$ cat src/rtl/alu_pkg.sv
// rtl/alu_pkg.sv - shared opcodes, FSM encoding and width default for multicycle_alu
package alu_pkg;

    localparam int WIDTH_DEFAULT = 32;

    localparam logic [2:0] OP_ZERO = 3'b000;
    localparam logic [2:0] OP_ADD  = 3'b001;
    localparam logic [2:0] OP_SUB  = 3'b010;
    localparam logic [2:0] OP_AND  = 3'b011;
    localparam logic [2:0] OP_OR   = 3'b100;
    localparam logic [2:0] OP_MUL  = 3'b101;
    localparam logic [2:0] OP_SLT  = 3'b110;
    localparam logic [2:0] OP_SLL  = 3'b111;

    typedef enum logic {
        S_IDLE = 1'b0,
        S_MUL  = 1'b1
    } alu_state_t;

endpackage

$ cat src/rtl/alu_mul_seq.sv
// rtl/alu_mul_seq.sv - shift-add multiplier, one multiplier bit per cycle, LSB first
module alu_mul_seq
    import alu_pkg::*;
#(
    parameter int WIDTH = WIDTH_DEFAULT
) (
    input  logic             clk_i,
    input  logic             rst_i,
    input  logic             start,
    input  logic [WIDTH-1:0] multiplicand,
    input  logic [WIDTH-1:0] multiplier,
    output logic             busy,
    output logic             last,
    output logic [WIDTH-1:0] product
);

    localparam int CNT_W = $clog2(WIDTH);

    logic             busy_q;
    logic [CNT_W-1:0] cnt_q;
    logic [WIDTH-1:0] acc_q;
    logic [WIDTH-1:0] mcand_q;
    logic [WIDTH-1:0] mplier_q;

    // Bit 0 is consumed on the start edge, so the counter holds the index
    // of the multiplier bit being added this cycle; bit WIDTH-1 is the last.
    assign busy    = busy_q;
    assign last    = busy_q && (cnt_q == CNT_W'(WIDTH - 1));
    assign product = acc_q + (mplier_q[0] ? mcand_q : '0);

    // Accumulate one partial product per cycle while busy
    always_ff @(posedge clk_i) begin
        if (!rst_i) begin
            busy_q   <= 1'b0;
            cnt_q    <= '0;
            acc_q    <= '0;
            mcand_q  <= '0;
            mplier_q <= '0;
        end else if (start) begin
            busy_q   <= 1'b1;
            cnt_q    <= CNT_W'(1);
            acc_q    <= multiplier[0] ? multiplicand : '0;
            mcand_q  <= multiplicand << 1;
            mplier_q <= multiplier >> 1;
        end else if (busy_q) begin
            acc_q    <= product;
            mcand_q  <= mcand_q << 1;
            mplier_q <= mplier_q >> 1;
            if (last) begin
                busy_q <= 1'b0;
                cnt_q  <= '0;
            end else begin
                cnt_q <= cnt_q + CNT_W'(1);
            end
        end
    end

endmodule

$ cat src/rtl/multicycle_alu.sv
// rtl/multicycle_alu.sv - ALU with single-cycle ops and a sequential multiply
module multicycle_alu
    import alu_pkg::*;
#(
    parameter int WIDTH = WIDTH_DEFAULT
) (
    input  logic             clk_i,
    input  logic             rst_i,
    input  logic             valid_i,
    output logic             ready_o,
    input  logic [WIDTH-1:0] data1_i,
    input  logic [WIDTH-1:0] data2_i,
    input  logic [2:0]       aluctrl_i,
    output logic [WIDTH-1:0] result_o,
    output logic             zero_o,
    output logic             ovf_o,
    output logic             done_o
);

    localparam int SH_W = $clog2(WIDTH);

    alu_state_t       state_q;
    alu_state_t       state_d;
    logic             accept;
    logic             mul_start;
    logic             mul_busy;
    logic             mul_last;
    logic [WIDTH-1:0] mul_product;
    logic [WIDTH-1:0] alu_res;
    logic             alu_ovf;
    logic [WIDTH-1:0] result_q;
    logic             zero_q;
    logic             ovf_q;
    logic             done_q;

    assign accept    = valid_i && ready_o;
    assign mul_start = accept && (aluctrl_i == OP_MUL);

    assign result_o = result_q;
    assign zero_o   = zero_q;
    assign ovf_o    = ovf_q;
    assign done_o   = done_q;

    alu_mul_seq #(
        .WIDTH(WIDTH)
    ) u_mul (
        .clk_i        (clk_i),
        .rst_i        (rst_i),
        .start        (mul_start),
        .multiplicand (data1_i),
        .multiplier   (data2_i),
        .busy         (mul_busy),
        .last         (mul_last),
        .product      (mul_product)
    );

    // Single-cycle operations and add/sub signed overflow
    always_comb begin
        alu_res = '0;
        alu_ovf = 1'b0;
        case (aluctrl_i)
            OP_ADD: begin
                alu_res = data1_i + data2_i;
                alu_ovf = (data1_i[WIDTH-1] == data2_i[WIDTH-1]) &&
                          (alu_res[WIDTH-1] != data1_i[WIDTH-1]);
            end
            OP_SUB: begin
                alu_res = data1_i - data2_i;
                alu_ovf = (data1_i[WIDTH-1] != data2_i[WIDTH-1]) &&
                          (alu_res[WIDTH-1] != data1_i[WIDTH-1]);
            end
            OP_AND:  alu_res = data1_i & data2_i;
            OP_OR:   alu_res = data1_i | data2_i;
            OP_SLT:  alu_res = {{(WIDTH-1){1'b0}}, ($signed(data1_i) < $signed(data2_i))};
            OP_SLL:  alu_res = data1_i << data2_i[SH_W-1:0];
            default: alu_res = '0;
        endcase
    end

    // FSM state register
    always_ff @(posedge clk_i) begin
        if (!rst_i) begin
            state_q <= S_IDLE;
        end else begin
            state_q <= state_d;
        end
    end

    // Next state and handshake; requests are only taken in IDLE
    always_comb begin
        state_d = state_q;
        ready_o = 1'b0;
        case (state_q)
            S_IDLE: begin
                ready_o = 1'b1;
                if (mul_start) begin
                    state_d = S_MUL;
                end
            end
            S_MUL: begin
                if (mul_last || !mul_busy) begin
                    state_d = S_IDLE;
                end
            end
            default: state_d = S_IDLE;
        endcase
    end

    // Result and flag registers; they hold between done pulses
    always_ff @(posedge clk_i) begin
        if (!rst_i) begin
            result_q <= '0;
            zero_q   <= 1'b1;
            ovf_q    <= 1'b0;
            done_q   <= 1'b0;
        end else begin
            done_q <= 1'b0;
            if (accept && (aluctrl_i != OP_MUL)) begin
                result_q <= alu_res;
                zero_q   <= (alu_res == '0);
                ovf_q    <= alu_ovf;
                done_q   <= 1'b1;
            end else if (mul_last) begin
                result_q <= mul_product;
                zero_q   <= (mul_product == '0);
                ovf_q    <= 1'b0;
                done_q   <= 1'b1;
            end
        end
    end

endmodule

$ cat config.mk
export PLATFORM = sky130hd
export DESIGN_NAME = multicycle_alu
export DESIGN_NICKNAME = d
export VERILOG_FILES = /design/src/rtl/alu_pkg.sv /design/src/rtl/alu_mul_seq.sv /design/src/rtl/multicycle_alu.sv
export SDC_FILE = /design/constraint.sdc
export NUM_CORES = 1
export LEC_CHECK = 0
export ABC_AREA = 0
export CAP_MARGIN = 15
export CORE_MARGIN = 2
export CORE_UTILIZATION = 40
export CTS_CLUSTER_DIAMETER = 50
export DETAILED_ROUTE_END_ITERATION = 8
export SLEW_MARGIN = 20
export SYNTH_ARGS = -nofsm -noshare
export SYNTH_HDL_FRONTEND = slang
export SYNTH_SLANG_ARGS = --single-unit
$ cat constraint.sdc
create_clock -name clk_i -period 5.66 [get_ports clk_i]
set_input_delay 1.132 -clock clk_i [delete_from_list [all_inputs] [get_ports clk_i]]
set_output_delay 1.132 -clock clk_i [all_outputs]
set_load 0.005 [all_outputs]
==> metrics <==
cell with the most instances after synthesis=sky130_fd_sc_hd__nor2_1; standard-cell row count=70; Commonest cells post-synth=sky130_fd_sc_hd__nor2_1, sky130_fd_sc_hd__a21oi_1, sky130_fd_sc_hd__nand2_1, sky130_fd_sc_hd__dfxtp_1, sky130_fd_sc_hd__ha_1; relative slew slack=0.299; maximum number of pins on one net before global-route repair=135; cell depth of the worst min-delay path=2; routed via count=15,600; die span in y=196 um; commonest register cell after synthesis=sky130_fd_sc_hd__dfxtp_1; number of DRC markers in iteration 0=1,564; Starting Density=0.404; worst IR drop on VDD=0.000225 V; pwr/cell area=201 nW/um2; overall fraction of global-route tracks in use=0.321; Final period util=0.878; r2r startpoint=u_mul.mplier_q[0]; cell accounting for the most synthesized area=sky130_fd_sc_hd__dfxtp_1; number of enable flip-flop cells after synthesis=0; number of antenna violations at the first check in global routing=1; later-pin clock latency in the skew report=0.47 ns; critical path endpoint category=flop; detailed-route DRC error count=0; clock tree buffer depth=2; GPL Wtd Cong=0.994; area after detailed placement=16,600 um2; number of synthesis warnings=0; peak clock frequency supported by timing=201 MHz; post-CTS setup buffer count=0; Gate power share=0.346; worst slack on hold paths=0.481 ns; Tightest Pin Transition=1.05 ns; area of the die=38,400 um2; biggest area contributors in the synthesized netlist=sky130_fd_sc_hd__dfxtp_1, sky130_fd_sc_hd__ha_1, sky130_fd_sc_hd__mux2i_1, sky130_fd_sc_hd__a21oi_1, sky130_fd_sc_hd__a211oi_1; switching share of power=0.381; leakage=6.91 nW; synthesized netlist cell count=1,942; type of the worst setup path=in2reg; P_sw=0.00132 W; global-route wire length before repair=93,800 um; Clock power frac=0.352; Internal Pwr Total=0.00215 W; total number of H-tree levels=4; sequential share of the synthesized area=0.185; Post-CTS Resized=0; number of diodes=0; Total Neg Setup Slack=0 ns; Flop pwr share=0.302; flip-flop and latch count after synthesis=136; gr ovfl total=0; Final HPWL DP=48,500 um; die span in x=196 um; clock-pin slew of the registers on the worst-case setup and hold paths=0.07 ns; TritonCTS clock tree=done; start point of the critical path=data2_i[6]; worst slack, placed=0.333 ns; synthesized area per cell=7.59 um2; Worst Slack Setup Final=0.690 ns; Post-Layout Inst Area=17,200 um2; antenna-violating nets left=0; shortest period the worst path allows=4.97 ns; outcome=finished, final reports clean; via count of the first global-routing pass=15,000; total iterations of the first detailed-routing run=6; post-synth net total=2,151; Required @ worst endpoint=6.06 ns; power after layout=0.00346 W; Port Buf Inserts=105; Post-CTS Hold Fix Bufs=0; highest fanout seen on the critical path=11; setup repair after global routing missed its margin=no; Post-Route Skew=0.0148 ns; arrival time of data at the critical path endpoint=5.37 ns; Filler Cells Inserted=3,700; Hold Violations, Final=0; top cell type's share of synthesized area=0.185; placeable core area=36,400 um2; endpoint of the worst-slack reg-to-reg timing path=zero_o; crit start category=primary input; total clock sinks=136; Post-Synthesis Cell Area=14,700 um2; post-DR vias/cell=6.22; max-capacitance violation count=0; final routed wire length divided by cell count=24.7 um; Register-to-Register Path Depth=16; Syn-to-layout area delta=16.9%; type of the worst min-delay path=reg2reg; WL final=62,100 um; CTS root buf=sky130_fd_sc_hd__clkbuf_16; IO Count=106; final setup vio count=0; fraction of synthesis flops using an asynchronous set or reset pin=0; Hold Path End=u_mul.acc_q[0]; Final Max Slew Viols=0; Inserted Clock Buffers=17; nets=2,238; post-synthesis cell type count=86; layout cells sized above 1=0.0950; startpoint of the lowest-slack hold path=u_mul.acc_q[0]; FF-to-FF setup slack=1.54 ns
[layout make-up]
cell class                      count  area, um2  area share
Timing Repair Buffer              204       1810       0.105
Tap cell                          468        586      0.0340
Multi-Input combinational cell   1561      11100       0.643
Clock inverter                     14        164     0.00952
Sequential cell                   136       2730       0.158
Inverter                          109        412      0.0239
Clock buffer                       18        439      0.0255
[per-layer routing]
layer,track usage,wire length (um),up-vias
met5,0,11,-
met4,0.102,1870,2
met3,0.0476,4340,94
met2,0.505,27600,634
met1,0.451,28300,7509
li1,-,-,7375
[critical path: stages]
cell and delay [ns]:
sky130_fd_sc_hd__clkdlybuf4s50_1 0.54, sky130_fd_sc_hd__inv_1 0.09, sky130_fd_sc_hd__ha_1 0.45, sky130_fd_sc_hd__or4_1 0.57, sky130_fd_sc_hd__nor3_1 0.20, sky130_fd_sc_hd__o21a_1 0.26
sky130_fd_sc_hd__o311ai_2 0.21, sky130_fd_sc_hd__a21oi_1 0.37, sky130_fd_sc_hd__o311ai_1 0.13, sky130_fd_sc_hd__a311oi_1 0.77, sky130_fd_sc_hd__nand4_1 0.23, sky130_fd_sc_hd__nor4_2 0.21
sky130_fd_sc_hd__nand4_1 0.14, sky130_fd_sc_hd__nand3_1 0.08
[cell usage in the layout (no fill, tap or decap), types with 73 or more instances in the layout]
master,instances
sky130_fd_sc_hd__ha_1,136
sky130_fd_sc_hd__mux2i_1,105
sky130_fd_sc_hd__nand2_1,164
sky130_fd_sc_hd__dfxtp_1,135
sky130_fd_sc_hd__buf_4,97
sky130_fd_sc_hd__a211oi_1,116
sky130_fd_sc_hd__inv_1,106
sky130_fd_sc_hd__a21oi_1,173
sky130_fd_sc_hd__nor2_1,221
sky130_fd_sc_hd__clkdlybuf4s50_1,104
sky130_fd_sc_hd__o21ai_0,73
[registers in the layout, summed over array words and instances, names as in the netlist, 5 cells and up]
| signal | count |
|---|---|
| result_o | 32 |
| u_mul.acc_q | 32 |
| u_mul.cnt_q | 5 |
| u_mul.mcand_q | 31 |
| u_mul.mplier_q | 31 |
[kinds of logic after synthesis]
family / Yosys count / synth area share
AOI/OAI and AO/OA: 620 / 0.289
xor gates and xnor gates: 43 / 0.0256
adders and majority gates: 139 / 0.120
buffers and inverters: 245 / 0.0651
DFF: 136 / 0.185
muxes: 142 / 0.120
and+or+nand+nor: 617 / 0.196
[stage by stage]
step / cells / utilization
final: 2510 / 0.473
after global routing: 2510 / 0.473
after CTS: 2510 / 0.473
after detailed placement: 2478 / 0.456
after global placement: 2478 / 0.456
after floorplan: 1942 / -
[worst max-delay path by stage]
stage,depth (start not counted),end
after global routing,14,zero_o
after global placement,15,zero_o
after CTS,15,zero_o
after detailed placement,15,zero_o
final,14,zero_o
after floorplan,15,zero_o
[power by group through the flow]
stage | logic, W | clock network (W) | registers [W]
final | 0.00120 | 0.00122 | 0.00104
after global placement | 0.00117 | 0 | 0.00107
after detailed placement | 0.00116 | 0 | 0.00107
after CTS | 0.00117 | 0.00123 | 0.00104
after floorplan | 0.000685 | 0 | 0.00105
after global routing | 0.00128 | 0.00126 | 0.00105
No activity file was read; power rests on OpenSTA's default activity.
